<file path="config.mk">
export PLATFORM = sky130hd
export DESIGN_NAME = fetch_ras
export DESIGN_NICKNAME = d
export VERILOG_FILES = /design/src/rtl/fetch_ras.sv
export SDC_FILE = /design/constraint.sdc
export NUM_CORES = 1
export LEC_CHECK = 0
export CAP_MARGIN = 40
export CORE_MARGIN = 1.5
export CORE_UTILIZATION = 50
export DETAILED_ROUTE_END_ITERATION = 8
export MAX_ROUTING_LAYER = met4
export PLACE_DENSITY = 0.83
export SLEW_MARGIN = 0
export SYNTH_ARGS = -nofsm -noshare
export SYNTH_HDL_FRONTEND = slang
export SYNTH_SLANG_ARGS = --single-unit
</file>
<file path="constraint.sdc">
create_clock -name clk_i -period 23.5 [get_ports clk_i]
set_input_delay 4.7 -clock clk_i [delete_from_list [all_inputs] [get_ports clk_i]]
set_output_delay 4.7 -clock clk_i [all_outputs]
set_load 0.01 [all_outputs]
</file>
<file path="src/rtl/fetch_ras.sv">
// -----------------------------------------------------------------------------
// fetch_ras -- circular return address stack for the fetch unit.
//
// This block sits downstream of the F1 branch decoder. It takes the decoder's
// RAS control and branch PC, and it supplies the predicted return target (the
// current top of stack) to the decoder and to the F0 next-PC select. An
// occupancy counter tracks how many entries are valid. The block exports a
// checkpoint (ptr/cnt) with each bundle so the backend can restore the stack on
// a flush.
//
// Ports
//   clk_i             in   1      core clock
//   rst_i             in   1      asynchronous active-high reset
//   f1_vld_i          in   1      F1 bundle valid and advancing this cycle
//   brdec_brext_f1_i  in   1      F1 bundle contains a branch
//   brdec_rasctl_f1_i in   2      00 none, 01 push, 10 pop, 11 pop-then-push
//   brdec_rasdat_f1_i in   64     branch PC; the pushed return address is PC+4
//   flush_vld_i       in   1      backend redirect; restore checkpoint now
//   flush_rasptr_i    in   PTR_W  pointer to restore
//   flush_rascnt_i    in   CNT_W  occupancy to restore (0..DEPTH)
//   flush_rastos_i    in   64     correct top-of-stack value at the flush point
//   ras_pcdata_f0_o   out  64     predicted return target (0 when empty)
//   ras_ptr_f1_o      out  PTR_W  checkpoint: pointer before this cycle's update
//   ras_cnt_f1_o      out  CNT_W  checkpoint: occupancy before this cycle's update
//   ras_empty_o       out  1      occupancy is zero
//   ras_ovf_o         out  1      one-cycle pulse after a push into a full stack
// -----------------------------------------------------------------------------
module fetch_ras #(
   parameter int DEPTH = 8,
   parameter int PTR_W = 3,
   parameter int CNT_W = 4
) (
   input  logic             clk_i,
   input  logic             rst_i,
   input  logic             f1_vld_i,
   input  logic             brdec_brext_f1_i,
   input  logic [1:0]       brdec_rasctl_f1_i,
   input  logic [63:0]      brdec_rasdat_f1_i,
   input  logic             flush_vld_i,
   input  logic [PTR_W-1:0] flush_rasptr_i,
   input  logic [CNT_W-1:0] flush_rascnt_i,
   input  logic [63:0]      flush_rastos_i,
   output logic [63:0]      ras_pcdata_f0_o,
   output logic [PTR_W-1:0] ras_ptr_f1_o,
   output logic [CNT_W-1:0] ras_cnt_f1_o,
   output logic             ras_empty_o,
   output logic             ras_ovf_o
);

   typedef enum logic [1:0] {
      RAS_NONE    = 2'b00,
      RAS_PUSH    = 2'b01,
      RAS_POP     = 2'b10,
      RAS_POPPUSH = 2'b11
   } ras_op_e;

   logic [63:0]      stack [DEPTH];
   logic [PTR_W-1:0] ptr;
   logic [CNT_W-1:0] cnt;

   logic             op_en;
   ras_op_e          op;
   logic [63:0]      ret_addr;
   logic             full;
   logic             empty;

   logic [PTR_W-1:0] ptr_nxt;
   logic [CNT_W-1:0] cnt_nxt;
   logic             ovf_nxt;
   logic             wr_en;
   logic [PTR_W-1:0] wr_idx;
   logic [63:0]      wr_data;

   assign op_en    = f1_vld_i & brdec_brext_f1_i & ~flush_vld_i;
   assign op       = ras_op_e'(brdec_rasctl_f1_i);
   assign ret_addr = brdec_rasdat_f1_i + 64'h4;
   assign full     = (cnt == CNT_W'(DEPTH));
   assign empty    = (cnt == '0);

   // Next-state logic. All writes go through one port (wr_en/wr_idx/wr_data),
   // so a flush and a stack operation never both write an entry in one cycle.
   always_comb begin
      // NOTE: every signal gets a default first, so no path can leave a value
      // unassigned and infer a latch.
      ptr_nxt = ptr;
      cnt_nxt = cnt;
      ovf_nxt = 1'b0;
      wr_en   = 1'b0;
      wr_idx  = ptr;
      wr_data = ret_addr;

      if (flush_vld_i) begin
         // A flush takes priority over the bundle's own operation.
         ptr_nxt = flush_rasptr_i;
         cnt_nxt = flush_rascnt_i;
         wr_en   = 1'b1;
         wr_idx  = flush_rasptr_i;
         wr_data = flush_rastos_i;
      end else if (op_en) begin
         unique case (op)
            RAS_PUSH: begin
               ptr_nxt = ptr + PTR_W'(1);
               wr_en   = 1'b1;
               wr_idx  = ptr + PTR_W'(1);
               // When the stack is full, the push wraps onto the oldest entry.
               cnt_nxt = full ? cnt : cnt + CNT_W'(1);
               ovf_nxt = full;
            end
            RAS_POP: begin
               // A pop on an empty stack (underflow) is ignored.
               if (!empty) begin
                  ptr_nxt = ptr - PTR_W'(1);
                  cnt_nxt = cnt - CNT_W'(1);
               end
            end
            RAS_POPPUSH: begin
               // A return followed by a call replaces the top entry in place.
               wr_en   = 1'b1;
               wr_idx  = ptr;
               cnt_nxt = empty ? CNT_W'(1) : cnt;
            end
            default: ;
         endcase
      end
   end

   // NOTE: the entry array is reset together with the pointers so that a flush
   // to a nonzero occupancy right after reset never exposes X entries.
   always_ff @(posedge clk_i or posedge rst_i) begin
      if (rst_i) begin
         // NOTE: sequential state uses non-blocking assignments, so every
         // register samples the values computed before this edge.
         ptr       <= '0;
         cnt       <= '0;
         ras_ovf_o <= 1'b0;
         for (int i = 0; i < DEPTH; i++) begin
            stack[i] <= '0;
         end
      end else begin
         ptr       <= ptr_nxt;
         cnt       <= cnt_nxt;
         ras_ovf_o <= ovf_nxt;
         if (wr_en) begin
            stack[wr_idx] <= wr_data;
         end
      end
   end

   assign ras_pcdata_f0_o = empty ? 64'h0 : stack[ptr];
   assign ras_ptr_f1_o    = ptr;
   assign ras_cnt_f1_o    = cnt;
   assign ras_empty_o     = empty;

endmodule

</file>
======== Yosys cells after proc, flatten, opt, wreduce, memory -nomap -nowiden ========
Index checks and enable logic that the tools add are counted.
storage, ports and cells
  register bits after elaboration ......... 520
  bits in latches ......................... 0
  bits in writable memories ............... 0
  bits in read-only memories .............. 0
  output and inout port bits .............. 73
  word-level logic and storage cells ...... 66
  memories kept ........................... 0
cells by class
  add/sub/neg operators ................... 5
  multipliers ............................. 0
  div/mod/pow operators ................... 0
  magnitude comparators ................... 3
  eq/ne operators ......................... 7
  shift-type cells ........................ 0
  mux-type cells .......................... 27
  bitwise gates (word level) .............. 5
  reductions and logical operators ........ 8
operators with widths
  operator               count
  $bwmux 512             1
  $mux 64                5
  $bmux 64 s3            1
  $demux 64 s3           1
  $add 64x3->64 const B  1
  $mux 4                 5
  $mux 3                 6
  $pmux 4 s3             1
  $ne 3x3->1 const B     3
  $ge 4x4->1 const B     2
  $not 3->4              2
  $mux 1                 6
  $pmux 3 s2             1
  $reduce_and 5->1       1
  $add 4x1->4 const B    1
  $eq 2x2->1 const B     2
  $eq 4x4->1 const B     1
  $logic_not 4->1        1
  $lt 4x1->1 const B     1
  $reduce_bool 4->1      1
  $sub 4x1->4 const B    1
  $add 3x1->3 const B    1
  $reduce_and 3->1       1
  $reduce_bool 3->1      1
  7 further kinds        8

======== Logic depth before layout (Yosys ltp) ========
  word-level depth ........................ 10
  mapped depth ............................ 14
  depth with buffers taken out ............ 9

======== Worst setup path before layout ========
OpenSTA, ideal clock, no wires.
  path type ............................... reg-to-output
  from .................................... register ptr[1], in the netlist ras_ptr_f1_o[1]
  to ...................................... output ras_pcdata_f0_o[35]
  arrival time ............................ 2.344 ns
  required time ........................... 18.800 ns
  setup slack ............................. 16.456 ns
  stages on the path, launching flop included .. 8
  path through ............................ dfrtp_1 clkbuf_1 buf_1 clkbuf_1 clkbuf_1 mux4_2 mux2i_1 nor2_1
on the way
  cells in the longest elaborated chain, start to end .. 5
RTL lines
  what                                         line  text
  start, declared                              58    logic [PTR_W-1:0] ptr;
  start signal, assigned                       140   ptr <= ptr_nxt;
  $not 3->4 (not written as such)              149   assign ras_pcdata_f0_o = empty ? 64'h0 : stack[ptr];
  $bmux 64 s3                                  149
  $mux 64 (not written as such) (2 in series)  149
  $mux 64                                      149
  end, declared                                43    output logic [63:0] ras_pcdata_f0_o,
Every way passes these cells. The select of a mux whose other input is x is not followed.

======== Worst setup path after layout ========
  from .................................... register ptr[0], in the netlist ras_ptr_f1_o[0]
  to ...................................... output ras_pcdata_f0_o[48]
Same word-level chain as after synthesis.

==> impl_metrics.csv <==
group,metric,value,unit
clock_network,cts_root_buf,"clkbuf_16",
power_and_ir_drop,clock_power_share,0.278,
placement,globalplace.congestion,0.911,
clock_network,cts-resized-gates,0,
floorplanning,ios,215,
floorplanning,die_h,226,um
final_layout,seqCellArea,13000,um^2
final_layout,final_util,0.602,
power_and_ir_drop,p_sw,0.000951,W
timing,whs,0.476,ns
logic_synthesis,synth_warnings,0,
power_and_ir_drop,swShare,0.310,
clock_network,cts_max_level,2,
logic_synthesis,synth.distinct_cells,66,
drt,ant_nets,0,
placement,place_ws,14.77,ns
critical_path,end_kind,"output port",
clock_network,post_cts_buffers,0,
timing,slew_viol_final,0,
final_layout,final_nets,2666,
power_and_ir_drop,p_per_area,104,nW/um^2
global_routing,grt_pass1_vias,20400,
critical_path,rrSetupSlack,19.60,ns
timing,setup_viol,0,
critical_path,worstSetupEndpoint,"ras_pcdata_f0_o[48]",
power_and_ir_drop,power.internal,0.00212,W
critical_path,arrival,4.64,ns
hold_path,hold_path.class,"reg2reg",
clock_network,cts_tree,"yes",
critical_path,crit_fanout,40,
clock_network,clk_pin_slew,0.06,ns
logic_synthesis,netlist_area,24800,um^2
critical_path,rr_worst_depth,8,
global_routing,overflow,0,
logic_synthesis,synth_top_flop_cell,"dfrtp_1",
drt,firstDrtPassIters,7,
floorplanning,initial_utilization,0.507,
floorplanning,dieArea,51000,um^2
final_layout,drive_gt1_frac,0.111,
power_and_ir_drop,vdd_drop_max,0.0709,mV
drt,drt_iter0_drc,2214,
logic_synthesis,yosys-top-cells-area,"dfrtp_1 (52%), mux4_2 (12%), o21ai_0 (9.6%)",
critical_path,crit_start,"ras_ptr_f1_o[0]$_DFFE_PP0P_",
clock_network,clkLatencyLatePin,0.59,ns
power_and_ir_drop,leakagePower,13.0,nW
final_layout,layout_commonest_cell,"nand2_1",
critical_path,crit_required,18.80,ns
global_routing,grt_pass1_wl,112000,um
drt,vias,20000,
timing,tightest_slew,1.03,ns
floorplanning,num_rows,81,
final_layout,final_cell_mix,"nand2_1 (537), dfrtp_1 (517), o21ai_0 (474), clkdlybuf4s50_1 (213), mux4_2 (128)",
logic_synthesis,syn-instance-count,2383,
timing,finalHoldViolCount,0,
run_status,outcome,"completed",
final_layout,multiInputGateArea,11200,um^2
job,max-cap-violations,0,
critical_path,startpoint_type,"register",
timing,worst_slack,14.16,ns
logic_synthesis,synth_top_area_frac,0.525,
timing,finClkSkew,0.0105,ns
placement,dpl.hpwl,44900,um
logic_synthesis,synth_seq_cells,520,
logic_synthesis,yosysSeqAreaShare,0.525,
drt,wl_per_cell,22.3,um
power_and_ir_drop,p_comb_frac,0.283,
floorplanning,die_x,226,um
logic_synthesis,synth_top_area_cell,"dfrtp_1",
timing,setup_tns,0,ns
clock_network,numCtsBuffers,50,
logic_synthesis,synth_edf_count,0,
global_routing,grt_usage,0.293,
drt,vias_per_cell,6.23,
final_layout,nFillCells,3685,
floorplanning,core_area,49000,um^2
clock_network,clock-sinks,520,
logic_synthesis,synth_nets,2530,
final_layout,synthToLayoutAreaGrowth,18.8,%
critical_path,worst-setup-path-type,"reg2out",
global_routing,grt_max_degree,117,
logic_synthesis,syn_avg_cell_area,10.4,um^2
critical_path,r2r_end,"stack[16]$_DFFE_PP0P_",
placement,io_buffer_count,214,
clock_network,clk_path_buf_depth,3,
timing,maxSlewHeadroom,0.307,
timing,max_freq,0.107,GHz
timing,rsz0062_at_grt,"no",
critical_path,rr_startpoint,"ras_ptr_f1_o[0]$_DFFE_PP0P_",
clock_network,cts_hold_buffers,0,
drt,wl,71800,um
power_and_ir_drop,p_seq_frac,0.439,
drt,remaining_drc_errors,0,
logic_synthesis,async_flop_share,1.00,
hold_path,hold_start,"stack[64]$_DFFE_PP0P_",
global_routing,antenna_found_initial,1,
timing,period_share,0.397,
timing,layout_min_cycle_time,9.34,ns
final_layout,fin_area,29500,um^2
placement,placed_cell_area,27700,um^2
==> cell families after synthesis <==
| logic type | share of synthesized area |
|---|---|
| AOI/OAI and AO/OA | 0.130 |
| muxes | 0.162 |
| buffers and inverters | 0.0295 |
| adders and majority gates | 0.00252 |
| and+or+nand+nor | 0.135 |
| DFF | 0.525 |
| xor gates and xnor gates | 0.0169 |
==> through the flow <==
| stage | total power [W] | cells |
|---|---|---|
| CTS | 0.00307 | 3213 |
| floorplan | 0.00185 | 2383 |
| detailed placement | 0.00220 | 3129 |
| global placement | 0.00213 | 3116 |
| finish | 0.00307 | 3218 |
| global route | 0.00322 | 3216 |
==> registers in the layout, summed over array words and instances, names as in the netlist <==
signal        cells
stack           512
ras_cnt_f1_o      4
ras_ptr_f1_o      3
ras_ovf_o         1
==> area by class of cell <==
class / count / area share
flip-flops and latches: 520 / 0.442
multi-input cells: 1673 / 0.379
repair buffers: 256 / 0.0902
clock buffers: 66 / 0.0469
well taps: 664 / 0.0282
clock inverters: 18 / 0.0111
inverters: 18 / 0.00259
diodes: 3 / 0.000255
==> routing by layer <==
| metal | global-route usage | vias up | share of wire | wire length [um] |
|---|---|---|---|---|
| li1 | - | 8726 | - | - |
| met5 | - | - | 0 | 0 |
| met2 | 0.457 | 1045 | 0.48 | 34600 |
| met4 | 0.150 | 0 | 0.053 | 3780 |
| met3 | 0.0559 | 234 | 0.081 | 5810 |
| met1 | 0.367 | 10000 | 0.38 | 27600 |
==> power by group through the flow <==
| stage | clock network, W | registers [W] | logic [W] |
|---|---|---|---|
| after floorplan | 0 | 0.00128 | 0.000562 |
| after global placement | 0 | 0.00132 | 0.000803 |
| after detailed placement | 0 | 0.00135 | 0.000854 |
| after CTS | 0.000858 | 0.00134 | 0.000869 |
| after global routing | 0.000893 | 0.00137 | 0.000950 |
| final | 0.000853 | 0.00135 | 0.000868 |
==> Yosys cell counts (2+ instances only) <==
cell and n:
a211oi_2 2, a21oi_1 21, a22o_1 4, a22oi_1 3
a31oi_1 10, and2_1 6, and3_1 13, and4_1 5
buf_1 29, buf_2 9, clkbuf_1 133, dfrtp_1 520
ha_1 5, inv_1 18, mux2_2 3, mux2i_1 109
mux4_2 128, nand2_1 541, nand2b_1 4, nand3_1 26
nand3b_1 2, nand4_1 34, nand4b_1 3, nor2_1 97
nor2b_1 4, nor3_1 17, nor4_1 12, o21a_1 5
o21ai_0 474, o21ai_1 21, o31ai_1 33, or2_2 4
or3_1 5, or4_1 4, or4_4 2, xnor2_1 39
xor2_1 9
==> critical path: stages, from the launching register on <==
cell	delay, ns
dfrtp_4	0.86
buf_4	0.78
buf_4	0.53
buf_16	0.30
mux4_2	0.53
mux2i_1	0.43
nor2_1	0.08
clkdlybuf4s50_1	0.49
==> worst min path at each step <==
stage | endpoint | depth (start not counted) | slack (ns)
after CTS | stack[344]$_DFFE_PP0P_ | 2 | 0.48
after global routing | stack[229]$_DFFE_PP0P_ | 2 | 0.50
after detailed placement | stack[13]$_DFFE_PP0P_ | 2 | 0.47
final | stack[64]$_DFFE_PP0P_ | 2 | 0.48
after floorplan | stack[161]$_DFFE_PP0P_ | 2 | 0.44
after global placement | stack[374]$_DFFE_PP0P_ | 2 | 0.45
Power figures use the tool's default switching activity.
